===== src/rtl/id_hazard_ctrl_pkg.sv =====
// id_hazard_ctrl_pkg
//   Shared constants, types and helpers for the ID-stage hazard/forwarding
//   controller.
//   FWD_*    : 2-bit operand forwarding select encodings.
//   ST_*     : stall FSM state encodings.
//   REG_ZERO : hard-wired zero register, which never produces a hazard.
//   reg_match: one stage/operand dependency test.
package id_hazard_ctrl_pkg;

   typedef logic [1:0] fwd_sel_t;
   typedef logic [0:0] state_t;

   localparam fwd_sel_t FWD_RF  = 2'b00;
   localparam fwd_sel_t FWD_MEM = 2'b01;
   localparam fwd_sel_t FWD_WB  = 2'b10;

   localparam state_t ST_RUN   = 1'b0;
   localparam state_t ST_STALL = 1'b1;

   localparam logic [4:0] REG_ZERO = 5'd0;

   // A stage matches an operand when it writes a non-zero register that the
   // ID instruction actually reads.
   function automatic logic reg_match(input logic       wr_en,
                                      input logic [4:0] dest,
                                      input logic [4:0] src,
                                      input logic       use_src);
      return wr_en && (dest != REG_ZERO) && (dest == src) && use_src;
   endfunction

endpackage


===== src/rtl/id_hazard_ctrl_fwd_sel.sv =====
// hazard_fwd_sel
//   Forwarding select for one ID-stage operand.
//   src_reg/use_src             : operand register field and its use flag.
//   mem_writeSrc/RegWrite/MemRead: MEM stage destination and control.
//   wb_writeSrc/RegWrite        : WB stage destination and control.
//   fwd_sel                     : FWD_RF, FWD_MEM or FWD_WB.
module hazard_fwd_sel
   import id_hazard_ctrl_pkg::*;
(
   input  logic [4:0] src_reg,
   input  logic       use_src,
   input  logic [4:0] mem_writeSrc,
   input  logic       mem_RegWrite,
   input  logic       mem_MemRead,
   input  logic [4:0] wb_writeSrc,
   input  logic       wb_RegWrite,
   output logic [1:0] fwd_sel
);

   logic mem_hit;
   logic wb_hit;

   assign mem_hit = reg_match(mem_RegWrite, mem_writeSrc, src_reg, use_src);
   assign wb_hit  = reg_match(wb_RegWrite, wb_writeSrc, src_reg, use_src);

   // A load sitting in MEM has no data yet; it must not fall through to an
   // older WB copy of the same register either, so it selects the RF and
   // relies on the stall logic.
   always_comb begin
      fwd_sel = FWD_RF;
      if (mem_hit) begin
         if (!mem_MemRead) fwd_sel = FWD_MEM;
      end else if (wb_hit) begin
         fwd_sel = FWD_WB;
      end
   end

endmodule


===== src/rtl/id_hazard_ctrl.sv =====
// id_hazard_ctrl
//   ID-stage hazard and forwarding controller. State updates on the falling
//   edge of CLK; RST is asynchronous active-high.
//   id_*                 : ID instruction source fields, use flags, branch/jr.
//   branch_taken         : redirect resolved in ID.
//   exe_*/mem_*/wb_*     : downstream destination registers and controls.
//   forward_ID_A/B       : operand forwarding selects.
//   PC_write/IF_ID_write : front-end enables (low while stalling).
//   IF_ID_Flush          : squash fetched instruction on redirect.
//   ID_EXE_Flush         : bubble into ID/EXE while stalling.
//   stall_cycles/flush_events : saturating activity counters.
module id_hazard_ctrl
   import id_hazard_ctrl_pkg::*;
#(
   parameter int CNT_W = 16
) (
   input  logic             CLK,
   input  logic             RST,
   input  logic [4:0]       id_rs,
   input  logic [4:0]       id_rt,
   input  logic             id_useRs,
   input  logic             id_useRt,
   input  logic             id_isBranch,
   input  logic             id_isJr,
   input  logic             branch_taken,
   input  logic [4:0]       exe_writeSrc,
   input  logic             exe_RegWrite,
   input  logic             exe_MemRead,
   input  logic [4:0]       mem_writeSrc,
   input  logic             mem_RegWrite,
   input  logic             mem_MemRead,
   input  logic [4:0]       wb_writeSrc,
   input  logic             wb_RegWrite,
   output logic [1:0]       forward_ID_A,
   output logic [1:0]       forward_ID_B,
   output logic             PC_write,
   output logic             IF_ID_write,
   output logic             IF_ID_Flush,
   output logic             ID_EXE_Flush,
   output logic [CNT_W-1:0] stall_cycles,
   output logic [CNT_W-1:0] flush_events
);

   state_t           state_q, state_d;
   logic [1:0]       rem_q, rem_d;
   logic [CNT_W-1:0] stall_cycles_q, stall_cycles_d;
   logic [CNT_W-1:0] flush_events_q, flush_events_d;

   logic [1:0] fwd_a, fwd_b;
   logic       exe_hit, mem_hit, brj, exe_load;
   logic [1:0] need;
   logic       stall;
   logic       if_id_flush_int;

   hazard_fwd_sel u_fwd_a (
      .src_reg      (id_rs),
      .use_src      (id_useRs),
      .mem_writeSrc (mem_writeSrc),
      .mem_RegWrite (mem_RegWrite),
      .mem_MemRead  (mem_MemRead),
      .wb_writeSrc  (wb_writeSrc),
      .wb_RegWrite  (wb_RegWrite),
      .fwd_sel      (fwd_a)
   );

   hazard_fwd_sel u_fwd_b (
      .src_reg      (id_rt),
      .use_src      (id_useRt),
      .mem_writeSrc (mem_writeSrc),
      .mem_RegWrite (mem_RegWrite),
      .mem_MemRead  (mem_MemRead),
      .wb_writeSrc  (wb_writeSrc),
      .wb_RegWrite  (wb_RegWrite),
      .fwd_sel      (fwd_b)
   );

   assign exe_hit = reg_match(exe_RegWrite, exe_writeSrc, id_rs, id_useRs) ||
                    reg_match(exe_RegWrite, exe_writeSrc, id_rt, id_useRt);
   assign mem_hit = reg_match(mem_RegWrite, mem_writeSrc, id_rs, id_useRs) ||
                    reg_match(mem_RegWrite, mem_writeSrc, id_rt, id_useRt);
   assign brj      = id_isBranch || id_isJr;
   assign exe_load = exe_hit && exe_MemRead;

   // Checked from largest to smallest so the maximum applicable need wins;
   // an EXE hit therefore decides before any MEM hit on the same operand.
   always_comb begin
      need = 2'd0;
      if (brj && exe_load)                   need = 2'd2;
      else if (exe_load)                     need = 2'd1;
      else if (brj && exe_hit)               need = 2'd1;
      else if (brj && mem_hit && mem_MemRead) need = 2'd1;
   end

   // A held stall is not re-evaluated; only RUN looks at need.
   always_comb begin
      state_d = state_q;
      rem_d   = rem_q;
      stall   = 1'b0;
      if (state_q == ST_STALL) begin
         stall = 1'b1;
         rem_d = rem_q - 2'd1;
         if (rem_q == 2'd1) state_d = ST_RUN;
      end else if (need != 2'd0) begin
         stall = 1'b1;
         if (need == 2'd2) begin
            state_d = ST_STALL;
            rem_d   = need - 2'd1;
         end
      end
   end

   assign if_id_flush_int = !stall && branch_taken;

   always_comb begin
      stall_cycles_d = stall_cycles_q;
      flush_events_d = flush_events_q;
      if (stall && (stall_cycles_q != '1))
         stall_cycles_d = stall_cycles_q + CNT_W'(1);
      if (if_id_flush_int && (flush_events_q != '1))
         flush_events_d = flush_events_q + CNT_W'(1);
   end

   always_ff @(negedge CLK or posedge RST) begin
      if (RST) begin
         state_q        <= ST_RUN;
         rem_q          <= 2'd0;
         stall_cycles_q <= '0;
         flush_events_q <= '0;
      end else begin
         state_q        <= state_d;
         rem_q          <= rem_d;
         stall_cycles_q <= stall_cycles_d;
         flush_events_q <= flush_events_d;
      end
   end

   always_comb begin
      if (RST) begin
         forward_ID_A = FWD_RF;
         forward_ID_B = FWD_RF;
         PC_write     = 1'b0;
         IF_ID_write  = 1'b0;
         ID_EXE_Flush = 1'b1;
         IF_ID_Flush  = 1'b1;
      end else begin
         forward_ID_A = fwd_a;
         forward_ID_B = fwd_b;
         PC_write     = !stall;
         IF_ID_write  = !stall;
         ID_EXE_Flush = stall;
         IF_ID_Flush  = if_id_flush_int;
      end
   end

   assign stall_cycles = stall_cycles_q;
   assign flush_events = flush_events_q;

endmodule


===== config.mk =====
export PLATFORM = sky130hd
export DESIGN_NAME = id_hazard_ctrl
export DESIGN_NICKNAME = d
export VERILOG_FILES = /design/src/rtl/id_hazard_ctrl_pkg.sv /design/src/rtl/id_hazard_ctrl_fwd_sel.sv /design/src/rtl/id_hazard_ctrl.sv
export SDC_FILE = /design/constraint.sdc
export NUM_CORES = 1
export LEC_CHECK = 0
export CORE_UTILIZATION = 41
export DETAILED_ROUTE_END_ITERATION = 10
export PLACE_DENSITY = 0.79
export SLEW_MARGIN = 20
export SYNTH_ARGS = -nofsm -noshare
export SYNTH_HDL_FRONTEND = slang
export SYNTH_SLANG_ARGS = --single-unit

===== constraint.sdc =====
create_clock -name CLK -period 3 [get_ports CLK]
set_input_delay 0.75 -clock CLK [delete_from_list [all_inputs] [get_ports CLK]]
set_output_delay 0.75 -clock CLK [all_outputs]
set_load 0.005 [all_outputs]

# After elaboration in Yosys (flattened, before gate mapping)

Cells that the tools add are included.
Widths: inputs -> output; s select.

$add $sub $neg: 4
Equality and inequality tests: 10
Muxes and demuxes: 23
Reductions and logical operators: 34

Operators with widths:

| kind                  | number |
|---|---|
| $add 16x1->16 const B | 2 |
| $ne 16x16->1 const B  | 2 |
| $eq 5x5->1            | 6 |
| $logic_and 1x1->1     | 23 |
| $mux 2                | 10 |
| $reduce_bool 5->1     | 3 |
| $mux 1                | 13 |
| $reduce_bool 2->1     | 3 |
| $sub 2x1->2 const B   | 2 |
| $logic_or 1x1->1      | 3 |
| $eq 2x1->1 const B    | 1 |
| $eq 2x2->1 const B    | 1 |
| $reduce_and 2->1      | 1 |
| $logic_not 1->1       | 1 |

Bits in registers: 35
Bits of input ports: 37
Logic and storage cells: 75

# Logic depth before layout (Yosys ltp)

Word-level depth: 17
Depth in mapped cells: 11
Mapped depth without buffers: 11

# Modules after synthesis

From an unflattened synthesis, not the netlist that was laid out.

Cell total of the unflattened synthesis: 239
Area total of the unflattened synthesis: 2321.0 um^2

Modules (own cells, without submodules):

| module         | times used | cells each | area an instance (um^2) |
|---|---|---|---|
| id_hazard_ctrl | 1          | 195        | 2008.2 |
| hazard_fwd_sel | 2          | 22         | 156.4 |

==> insert_results.sql <==
INSERT INTO impl_metrics (metric_group, metric, value, unit) VALUES
('outcome', 'status', 'finished with violations', ''),
('outcome', 'failed_checks', 'setup timing', ''),
('die', 'die_w', '74.72', 'µm'),
('logic_synthesis', 'mappedNetlistNets', '260', ''),
('logic_synthesis', 'avgSynthCellArea', '9.946', 'µm²'),
('drt', 'drt-met1-wl', '2841', 'µm'),
('place', 'dpl.hpwl', '5114', 'µm'),
('logic_synthesis', 'fraction_of_the_yosys_area_taken_by_sequential_cells', '40.39', '%'),
('clock_network', 'cts_tree', 'done', ''),
('drt', 'final_antenna_net_count', '0', ''),
('die', 'fp.coreArea', '0.005107', 'mm²'),
('drt', 'wl_per_cell', '15.57', 'µm'),
('min_path', 'min_path_cells', '3', ''),
('setup_path', 'worst-endpoint-required', '1.64', 'ns'),
('logic_synthesis', 'synth_common_cells', 'sky130_fd_sc_hd__xnor2_1 (36), sky130_fd_sc_hd__dfrtn_1 (35), sky130_fd_sc_hd__xor2_1 (22), sky130_fd_sc_hd__nand2_1 (17), sky130_fd_sc_hd__nor2_1 (16)', ''),
('drt', 'route.top_layer_used', 'met4', ''),
('drt', 'detail_route.vias_per_cell', '4.986', ''),
('layout', 'flow.area_growth_from_synthesis', '86.61', '%'),
('clock_network', 'worst_skew_pair.late_latency', '0.30', 'ns'),
('setup_path', 'rrSetupSlack', '0.82', 'ns'),
('setup_path', 'crit_path_max_fanout', '4', ''),
('logic_synthesis', 'post_synth_xor_area_fraction', '23.43', '%'),
('logic_synthesis', 'yosysWarnings', '0', ''),
('clock_network', 'root_buffer', 'sky130_fd_sc_hd__clkbuf_8', ''),
('layout', 'final.fill_count', '337', ''),
('logic_synthesis', 'synthArstFlopShare', '100.0', '%'),
('logic_synthesis', 'yosys.area_share.adder', '2.885', '%'),
('layout', 'nNetsFinal', '455', ''),
('logic_synthesis', 'synth_mux_area_share', '1.500', '%'),
('layout', 'post_route_cells_drive_above_1_share', '57.14', '%'),
('die', 'rows', '26', ''),
('clock_network', 'cts.htree.levels', '2', ''),
('logic_synthesis', 'ys.flop_type', 'sky130_fd_sc_hd__dfrtn_1', ''),
('timing', 'fin_worst_skew', '0.002743', 'ns'),
('timing', 'setup_violations', '73', ''),
('global_routing', 'grt_start_max_net_pins', '13', ''),
('logic_synthesis', 'dominant_combinational_cell_family_by_area_after_synthesis', 'XOR/XNOR gates', ''),
('logic_synthesis', 'synth-compound-area-share', '6.694', '%'),
('die', 'io-pin-count', '77', ''),
('global_routing', 'grt_pass1_vias', '2427', ''),
('die', 'fp.dieArea', '0.005583', 'mm²'),
('timing', 'timing.slew.headroom', '75.22', '%'),
('power', 'power_leakage', '0.001976', 'µW'),
('drt', 'detailedRoute.firstPassIterationCount', '4', ''),
('logic_synthesis', 'synth_enable_flop_cells', '0', ''),
('setup_path', 'worstSetupPathType', 'in2reg', ''),
('timing', 'layout_setup_ws', '-1.380', 'ns'),
('timing', 'worst_pin_slew', '0.3717', 'ns'),
('logic_synthesis', 'number_of_distinct_library_cell_variants_in_the_gate_level_netlist_after_synthesis', '40', ''),
('global_routing', 'grt_util_all_layers', '25.85', '%'),
('logic_synthesis', 'synthSimpleGateAreaFrac', '22.79', '%'),
('global_routing', 'global_route_wire_length_before_repair', '10820', 'µm'),
('place', 'portBuffers', '76', ''),
('global_routing', 'grt.overflow.total', '0', ''),
('min_path', 'min-delay-path-class', 'reg2reg', ''),
('setup_path', 'worstReg2RegStart', 'stall_cycles[3]', ''),
('setup_path', 'timing.critical_path.from_type', 'primary input', ''),
('drt', 'routed-via-count', '2408', ''),
('setup_path', 'cp_data_arrival_time', '3.02', 'ns'),
('logic_synthesis', 'yosysMostFrequentCell', 'sky130_fd_sc_hd__xnor2_1', ''),
('clock_network', 'clk_pin_slew_worst_paths', '0.05', 'ns'),
('run', 'drv.max_cap_violation_count', '0', ''),
('place', 'placement.setup.worst_slack', '-2.122', 'ns'),
('drt', 'drc', '0', ''),
('min_path', 'whs_endpoint', 'rem_q[0]', ''),
('logic_synthesis', 'synth-seq-cells', '35', ''),
('logic_synthesis', 'synth.top_cells.by_area', 'sky130_fd_sc_hd__dfrtn_1 (40%), sky130_fd_sc_hd__xnor2_1 (15%), sky130_fd_sc_hd__xor2_1 (8.9%)', ''),
('clock_network', 'cts_inserted_buffers', '5', ''),
('clock_network', 'post_cts_hold_buffer_count', '0', ''),
('drt', 'wl_met2', '4165', 'µm'),
('setup_path', 'ff2ff_path_depth', '8', '');
critical path, stage by stage:
cell and delay [ns]:
sky130_fd_sc_hd__buf_6 0.10, sky130_fd_sc_hd__buf_6 0.11, sky130_fd_sc_hd__xor2_1 0.15, sky130_fd_sc_hd__nor4_1 0.23
sky130_fd_sc_hd__nand3_1 0.22, sky130_fd_sc_hd__a221oi_4 0.37, sky130_fd_sc_hd__nor2_4 0.07, sky130_fd_sc_hd__ha_4 0.18
sky130_fd_sc_hd__and3b_2 0.21, sky130_fd_sc_hd__and2_4 0.16, sky130_fd_sc_hd__o211ai_1 0.16, sky130_fd_sc_hd__nor2_1 0.12
sky130_fd_sc_hd__xor2_1 0.17
layout make-up:
type	instances	area (µm²)	area share, %
inverter	8	32.53	0.8040
sequential	35	875.8	21.65
tap	70	87.58	2.165
clock buffer	6	82.58	2.041
multi-input combinational	172	1533	37.88
clock inverter	1	5.005	0.1237
timing repair buffer	191	1430	35.34
placed cells by master, fill, tap and decap left out, drive strengths merged, types with 2 or more instances in the layout:
cell type,synthesis,routed
mux2,2,2
a21oi,6,6
nand2,17,17
ha,5,5
clkbuf,0,8
buf,3,168
and4,7,7
o21ai,3,3
nor4,6,6
nand4,9,9
xor2,22,22
inv,8,8
and2,3,3
and3,3,3
dlygate4sd2,0,9
o211ai,2,2
nand3,13,13
or4,3,3
nor3,4,4
dfrtn,35,35
clkdlybuf4s50,0,11
xnor2,36,36
nor2,16,16
registers in the layout (all words and copies together) (netlist names):
| name | flops |
|---|---|
| state_q | 1 |
| rem_q | 2 |
| flush_events | 16 |
| stall_cycles | 16 |
power breakdown:
part	leakage (µW)	switching [µW]	total [µW]	internal, µW
Clock	0.0000470	174	355	180
Sequential	0.000461	43.8	603	560
Combinational	0.00147	361	817	456
repair_timing:
item | 4_1_cts | 5_1_grt
resized for setup | 262 | 37
setup endpoints to repair | 75 | 75
pin swaps | 39 | 35
setup buffers | 35 | 14
worst max-delay path by stage:
stage                    start          endpoint  slack, ns
6_report       mem_writeSrc[2]   flush_events[6]      -1.38
5_1_grt        mem_writeSrc[3]  stall_cycles[12]      -1.48
4_1_cts        mem_writeSrc[2]   stall_cycles[9]      -1.39
3_5_place_dp   exe_writeSrc[1]   flush_events[7]      -2.12
3_3_place_gp   mem_writeSrc[1]   flush_events[7]      -2.00
2_1_floorplan  mem_writeSrc[1]   flush_events[7]      -1.47
logic make-up after synthesis:
kind of cell / Yosys count
and+or+nand+nor: 88
xor gates and xnor gates: 58
DFF: 35
AOI/OAI and AO/OA: 18
buffers and inverters: 11
adders and majority gates: 5
muxes: 3
through the flow:
step                area, µm²  hold slack (ns)  power [µW]  cells
floorplan                2230           0.4227       882.3    218
global placement         3670           0.4309        1276    440
detailed placement       3670           0.4468        1305    440
CTS                      3857           0.4482        1674    473
global route             4046           0.5266        1875    483
finish                   4046           0.5042        1775    483
per-layer routing:
layer  up-vias  track usage (%)
li1       1153                -
met1      1144            27.23
met5         -                0
met2        94            51.15
met4         0            8.595
met3        17            4.552
(Power assumes the default switching activity.)
